<file path="config.mk">
export PLATFORM = sky130hd
export DESIGN_NAME = cast_source_ctrl
export DESIGN_NICKNAME = d
export VERILOG_FILES = /design/src/rtl/cast_source_ctrl.sv
export SDC_FILE = /design/constraint.sdc
export NUM_CORES = 1
export LEC_CHECK = 0
export CAP_MARGIN = 10
export CORE_AREA = 2 2 106 108
export CTS_CLUSTER_DIAMETER = 120
export DETAILED_ROUTE_END_ITERATION = 10
export DIE_AREA = 0 0 108 110
export DONT_BUFFER_PORTS = 1
export PLACE_DENSITY = 0.79
export SYNTH_ARGS = -nofsm -noshare
export SYNTH_HDL_FRONTEND = slang
export SYNTH_SLANG_ARGS = --single-unit
</file>
<file path="constraint.sdc">
create_clock -name clk -period 8.3 [get_ports clk]
set_input_delay 1.66 -clock clk [delete_from_list [all_inputs] [get_ports clk]]
set_output_delay 1.66 -clock clk [all_outputs]
set_load 0.03 [all_outputs]
</file>
<file path="src/rtl/cast_source_ctrl.sv">
// Deadlock-check harness: injects a flit stream at the source node, counts
// flits returned at the sink, and reports done or hang via a watchdog.
`ifndef DW
`define DW 32
`endif

module cast_source_ctrl #(
  parameter int NUM_FLITS   = 10000,
  parameter int TIMEOUT     = 1024,
  parameter int CW          = 32,
  parameter bit CHECK_ORDER = 1'b0
) (
  input  logic           clk,
  input  logic           rstn,
  input  logic           start_i,
  output logic [`DW-1:0] src_data_o,
  output logic           src_valid_o,
  input  logic           src_ready_i,
  input  logic [`DW-1:0] snk_data_i,
  input  logic           snk_valid_i,
  output logic           snk_ready_o,
  output logic           busy_o,
  output logic           done_o,
  output logic           hang_o,
  output logic           err_o,
  output logic [CW-1:0]  sent_cnt_o,
  output logic [CW-1:0]  recv_cnt_o
);

  localparam int DW = `DW;
  localparam logic [CW-1:0] NF     = CW'(NUM_FLITS);
  localparam logic [CW-1:0] WD_MAX = CW'(TIMEOUT - 1);

  typedef enum logic [2:0] {
    S_IDLE,
    S_RUN,
    S_DRAIN,
    S_DONE,
    S_HANG
  } state_t;

  state_t        state, state_d;
  logic [CW-1:0] sent_cnt, sent_d;
  logic [CW-1:0] recv_cnt, recv_d;
  logic [CW-1:0] wd, wd_d;
  logic          err, err_d;
  logic          active;
  logic          src_hs, snk_hs, any_hs;
  logic          bad_data;

  assign active      = (state == S_RUN) || (state == S_DRAIN);
  assign src_valid_o = (state == S_RUN);
  assign snk_ready_o = active && (recv_cnt < NF);
  assign src_hs      = src_valid_o & src_ready_i;
  assign snk_hs      = snk_valid_i & snk_ready_o;
  assign any_hs      = src_hs | snk_hs;
  assign bad_data    = CHECK_ORDER && (snk_data_i != DW'(recv_cnt));

  assign src_data_o = DW'(sent_cnt);
  assign busy_o     = active;
  assign done_o     = (state == S_DONE);
  assign hang_o     = (state == S_HANG);
  assign err_o      = err;
  assign sent_cnt_o = sent_cnt;
  assign recv_cnt_o = recv_cnt;

  always_comb begin
    state_d = state;
    sent_d  = sent_cnt;
    recv_d  = recv_cnt;
    wd_d    = wd;
    err_d   = err;
    unique case (state)
      S_IDLE, S_DONE, S_HANG: begin
        if (start_i) begin
          state_d = S_RUN;
          sent_d  = '0;
          recv_d  = '0;
          wd_d    = '0;
          err_d   = 1'b0;
        end
      end
      S_RUN, S_DRAIN: begin
        sent_d = sent_cnt + CW'(src_hs);
        recv_d = recv_cnt + CW'(snk_hs);
        wd_d   = any_hs ? '0 : wd + 1'b1;
        if (snk_hs && bad_data) err_d = 1'b1;
        // a silent cycle can only end in HANG; completion needs a handshake
        if (!any_hs && (wd == WD_MAX)) begin
          state_d = S_HANG;
        end else if ((sent_d == NF) && (recv_d == NF)) begin
          state_d = S_DONE;
        end else if ((state == S_RUN) && (sent_d == NF)) begin
          state_d = S_DRAIN;
        end
      end
      default: state_d = S_IDLE;
    endcase
  end

  always_ff @(posedge clk or negedge rstn) begin
    if (!rstn) begin
      state    <= S_IDLE;
      sent_cnt <= '0;
      recv_cnt <= '0;
      wd       <= '0;
      err      <= 1'b0;
    end else begin
      state    <= state_d;
      sent_cnt <= sent_d;
      recv_cnt <= recv_d;
      wd       <= wd_d;
      err      <= err_d;
    end
  end

endmodule
</file>
== Word-level counts from Yosys, hierarchy flattened ==
Index checks and enable logic that the tools add are counted.

* Register bits: 99
* Logic and storage cells: 42
* Bits of input ports: 37

* Equal/unequal tests: 9
* $lt $le $gt $ge: 1
* Muxes and demuxes: 10
* Reduce and logical (&&, ||, !) cells: 12
* Bitwise operators: 3
* Add/sub/neg operators: 3

{| class="wikitable"
|+ Operator list
! operator !! count
|-
| 32-bit one-hot mux with 2 select lines || 3
|-
| 32-bit by 1-bit adder with 32-bit output || 2
|-
| 32-bit by 14-bit == test with 1-bit output (second input constant) || 2
|-
| 32-bit two-way mux || 2
|-
| 32-bit by 1-bit adder with 32-bit output (second input constant) || 1
|-
| 32-bit by 10-bit == test with 1-bit output (second input constant) || 1
|-
| 32-bit by 14-bit < comparator with 1-bit output (second input constant) || 1
|-
| 3-bit two-way mux || 4
|-
| 3-bit by 2-bit == test with 1-bit output (second input constant) || 2
|-
| 3-bit one-hot mux with 2 select lines || 1
|-
| 1-bit logical AND || 4
|-
| 4-bit != test (second input constant) || 1
|-
| 2-bit AND reduction || 2
|-
| 3-bit by 1-bit == test with 1-bit output (second input constant) || 1
|-
| 3-bit == test (second input constant) || 1
|-
| 3-bit logical NOT || 1
|-
| 3-bit OR reduction || 1
|-
| 1-bit bitwise AND || 2
|-
| 2-bit != test (second input constant) || 1
|-
| 2-bit nonzero test || 1
|-
| 2-bit OR reduction || 1
|-
| 1-bit logical NOT || 1
|-
| 1-bit logical OR || 1
|-
| 1-bit bitwise OR || 1
|}

== Longest topological paths before layout ==
* Depth after elaboration: 10
* Gate-level depth with buffers: 15
* Mapped depth without buffers: 14

== Worst setup path after synthesis ==
Ideal clock, no wire load.

* Kind: input to register
* Start point: input snk_valid_i
* End point: register state[1]
* Buffers on the path: 0
* Slack: 3955 ps
* Data arrival time: 4258 ps
* Library setup time: 87 ps
* Stages on the path: 12
* Data required time: 8213 ps
* Cell sequence: o2111ai_1 inv_1 ha_1 ha_1 nand3_1 nor2_1 nand4_1 xnor2_1 a221o_1 nor4_1 o211ai_1 a22oi_1

* Cells in the longest elaborated chain, start to end: 7
* Elaborated cells between the ends (all ways): 12
* Classes of those cells: 1 x add/sub; 2 x eq/ne; 3 x mux; 2 x bitwise; 4 x reduce/logical

{| class="wikitable"
|+ Ends and longest elaborated chain
! element !! line !! text
|-
| start: declaration || 20 || <nowiki>input logic snk_valid_i,</nowiki>
|-
| 1-bit bitwise AND (*) || 55 || <nowiki>assign snk_hs = snk_valid_i & snk_ready_o;</nowiki>
|-
| 32-bit by 1-bit adder with 32-bit output || 85 || <nowiki>recv_d = recv_cnt + CW'(snk_hs);</nowiki>
|-
| 32-bit by 14-bit == test with 1-bit output || 91 || <nowiki>end else if ((sent_d == NF) && (recv_d == NF)) begin</nowiki>
|-
| 1-bit logical AND || 91 ||
|-
| 3-bit two-way mux || 91 ||
|-
| 3-bit two-way mux || 89 || <nowiki>if (!any_hs && (wd == WD_MAX)) begin</nowiki>
|-
| 3-bit one-hot mux with 2 select lines || 73 || <nowiki>unique case (state)</nowiki>
|-
| end signal: assignment || 109 || <nowiki>state <= state_d;</nowiki>
|-
| end: declaration || 42 || <nowiki>state_t state, state_d;</nowiki>
|}

Mark *: on every way between the ends. The rest lies on a longest branch, timed or not.
A chain may end at the register's enable or synchronous reset.

== Worst setup path in the final report ==
* Start point: register recv_cnt[7], in the netlist recv_cnt_o[7]
* End point: register state[1]

* Cells in the longest elaborated chain, start to end: 9
* Elaborated cells between the ends (all ways): 14
* Classes of those cells: 1 x add/sub; 1 x order compare; 2 x eq/ne; 3 x mux; 2 x bitwise; 5 x reduce/logical

{| class="wikitable"
|+ Ends and longest elaborated chain
! element !! line !! text
|-
| start: declaration || 44 || <nowiki>logic [CW-1:0] recv_cnt, recv_d;</nowiki>
|-
| start signal: assignment || 111 || <nowiki>recv_cnt <= recv_d;</nowiki>
|-
| 32-bit by 14-bit < comparator with 1-bit output || 53 || <nowiki>assign snk_ready_o = active && (recv_cnt < NF);</nowiki>
|-
| 1-bit logical AND || 53 ||
|-
| 1-bit bitwise AND || 55 ||
|-
| 32-bit by 1-bit adder with 32-bit output || 85 ||
|-
| 32-bit by 14-bit == test with 1-bit output || 91 ||
|-
| 1-bit logical AND || 91 ||
|-
| 3-bit two-way mux || 91 ||
|-
| 3-bit two-way mux || 89 ||
|-
| 3-bit one-hot mux with 2 select lines || 73 ||
|}

Parallel ways exist; a longest one is shown, timed or not.

==> impl_metrics.toml <==
[timing]
rsz0062_at_grt = "no"
finalSetupTns_ns = 0
hold_viol = 0
timing.fmax_ghz = 0.188
finalMaxSlewViolations = 0
setup_viol_count_final = 0
timing.final.crit_share_pct = 64.2
slew_headroom_pct = 39.2
worst_slew_pin_slew_ns = 0.912
fin_crit_ns = 5.33
finalClockSkew_ns = 0.0169

[final_layout]
multiInputGateArea_um2 = 3790
drive_above_1_share_pct = 5.54
final_area_um2 = 6720
regArea_um2 = 2480
utilization_pct = 62.8
area_delta_synth_final_pct = -1.16
fin_nets = 813
antenna_cells = 0
n_fill_cell = 939

[routing]
ant_nets = 0
routed_wl_um = 17400
vias_per_cell = 7.04
vias = 6449
dr.pass1.iters = 7
wl_per_cell_um = 19.0
drc = 0
initialDrtViolationCount = 740

[grt]
grt_max_degree = 100
grt_overflow = 0
antenna_found_initial = 0
grt.total_usage_pct = 29.4
grt_pass1_vias = 5852
grt_pass1_wl_um = 28600

[min_path]
min-delay-start = "wd[31]$_DFFE_PN0P_"
hold_class = "reg2reg"

[floorplanning]
pin_count = 139
die_w_um = 108
initial_core_util_pct = 63.5
die-area_um2 = 11900
coreArea_um2 = 10700
rows = 38
die_h_um = 110

[clock_network]
htree_levels = 3
clockBufferDepth = 2
postCtsResizedCells = 0
cts_sinks = 99
clk_latency_ns = 0.39
numCtsBuffers = 9
cts_hold_buf = 0
cts_tree = "built"
path_clk_slew_ns = 0.11
clock-root-buffer = "clkbuf_8"
cts_setup_buffers = 0

[power_and_ir_drop]
leakagePower_nw = 2.55
p_total_mw = 1.12
power.density_nw_per_um2 = 167
vdd_ir_drop_max_mv = 0.157

[placement]
io_buffers = 0
dp_hpwl_um = 11400
gp_congestion = 0.907
dpl_cell_area_um2 = 6550

[yosys]
synth-edff-count = 0
yosysSeqAreaShare_pct = 36.5
syn_avg_cell_area_um2 = 8.04
ys_ff_latch = 99
yosysUniqueCellTypes = 65
syn_nets = 887
syn_inst = 845
ys_warn_count = 0
syn_area_um2 = 6800
async_flop_share_pct = 100
synthFlopType = "dfrtp_1"

[worst_setup_path]
arrival_ns = 5.63
timing.rr.start = "recv_cnt_o[7]$_DFFE_PN0P_"
crit_fanout = 12
r2r_setup_slack_ns = 2.97
path_class = "reg2reg"
crit_path_start = "recv_cnt_o[7]$_DFFE_PN0P_"
worstPathRequired_ns = 8.60
endpoint_kind = "flop"
startpoint_type = "flop"

[run]
drv_cap = 0

[outcome]
status = "finished, final reports clean"
-- area by class of cell --
type | instances | area share [%]
clock inverters | 5 | 0.577
clock buffers | 11 | 1.96
repair buffers | 6 | 0.671
inverters | 16 | 0.894
flip-flops and latches | 99 | 36.9
well taps | 140 | 2.61
multi-input cells | 639 | 56.4
-- flip-flops by register name, indices dropped and copies added (netlist names) --
signal      count
recv_cnt_o     32
sent_cnt_o     32
wd             32
state           3
-- kinds of logic after synthesis --
| family | Yosys count | share of synthesized area, % |
|---|---|---|
| muxes | 6 | 0.920 |
| other | 1 | 0.0552 |
| DFF | 99 | 36.5 |
| AOI/OAI and AO/OA | 251 | 22.3 |
| adders and majority gates | 5 | 0.920 |
| xor gates and xnor gates | 23 | 2.96 |
| buffers and inverters | 107 | 8.10 |
| and+or+nand+nor | 353 | 28.2 |
-- metal layers --
layer,GRT usage (%),share of wire [%],up-vias,routed length [um]
met1,43.0,44,3167,7730
met5,0,0,-,0
met2,45.0,47,292,8150
li1,-,-,2965,-
met4,9.62,1.4,0,241
met3,4.47,7.5,25,1300
-- Yosys cell counts, types with 5 or more instances --
cell	number	area, um^2
nand2_1	77	289
ha_1	5	62.6
nand3_1	50	250
or3_1	6	37.5
o41ai_1	14	123
o21ai_1	10	50.1
o31ai_1	21	158
and3_1	16	100
nor2_1	73	274
dfrtp_1	99	2480
a22o_1	5	43.8
nor4_1	19	119
nand2b_1	5	31.3
xor2_1	13	114
a31oi_1	17	106
a21oi_1	26	130
buf_2	11	55.1
nor3_1	14	70.1
o21ai_0	122	611
a21o_1	5	37.5
clkbuf_1	42	158
and2_1	6	37.5
xnor2_1	10	87.6
and4_1	10	87.6
nand4_1	43	269
buf_4	36	270
o211ai_1	8	60.1
inv_1	16	60.1
-- per-stage QoR --
step / cells / worst slack [ns] / hold slack [ns]
4_1_cts: 916 / 3.08 / 0.492
5_1_grt: 916 / 2.61 / 0.523
6_report: 916 / 2.97 / 0.485
3_5_place_dp: 900 / 2.98 / 0.476
2_1_floorplan: 845 / 3.95 / 0.439
3_3_place_gp: 900 / 3.11 / 0.466
-- critical path: stages, from the launching register on --
cell       delay [ns]
dfrtp_1          0.63
or4_1            0.59
a41oi_1          0.31
o2111ai_1        0.29
inv_1            0.20
ha_1             0.21
ha_1             0.30
nand3_1          0.36
nor2_1           0.64
nand4_1          0.28
xnor2_1          0.20
a221o_1          0.27
nor4_1           0.59
o211ai_1         0.16
a22oi_1          0.20
-- path summary, 6_finish.rpt --
path | endpoint | cells past startpoint
setup reg to reg | state[1]$_DFFE_PN0P_ | 14
max in group asynchronous | wd[22]$_DFFE_PN0P_ | 0
hold / removal | wd[31]$_DFFE_PN0P_ | 1
setup / recovery | state[1]$_DFFE_PN0P_ | 14
min in group asynchronous | sent_cnt_o[20]$_DFFE_PN0P_ | 0
hold reg to reg | wd[31]$_DFFE_PN0P_ | 1
-- placed cells by master, fill, tap and decap left out, drive strengths merged, types with 15 or more instances in the layout --
master / n
nand3: 50
a21oi: 26
and3: 16
dfrtp: 99
o31ai: 21
nand4: 46
a31oi: 17
nand2: 77
o21ai: 132
nor4: 23
nor3: 15
nor2: 73
inv: 16
-- where the power goes --
group	internal, mW	leakage [nW]	switching [mW]	total, mW
sequential	0.504	1.37	0.106	0.610
clock	0.111	0.0722	0.186	0.296
combinational	0.0754	1.11	0.139	0.214
Power figures use the tool's default switching activity.
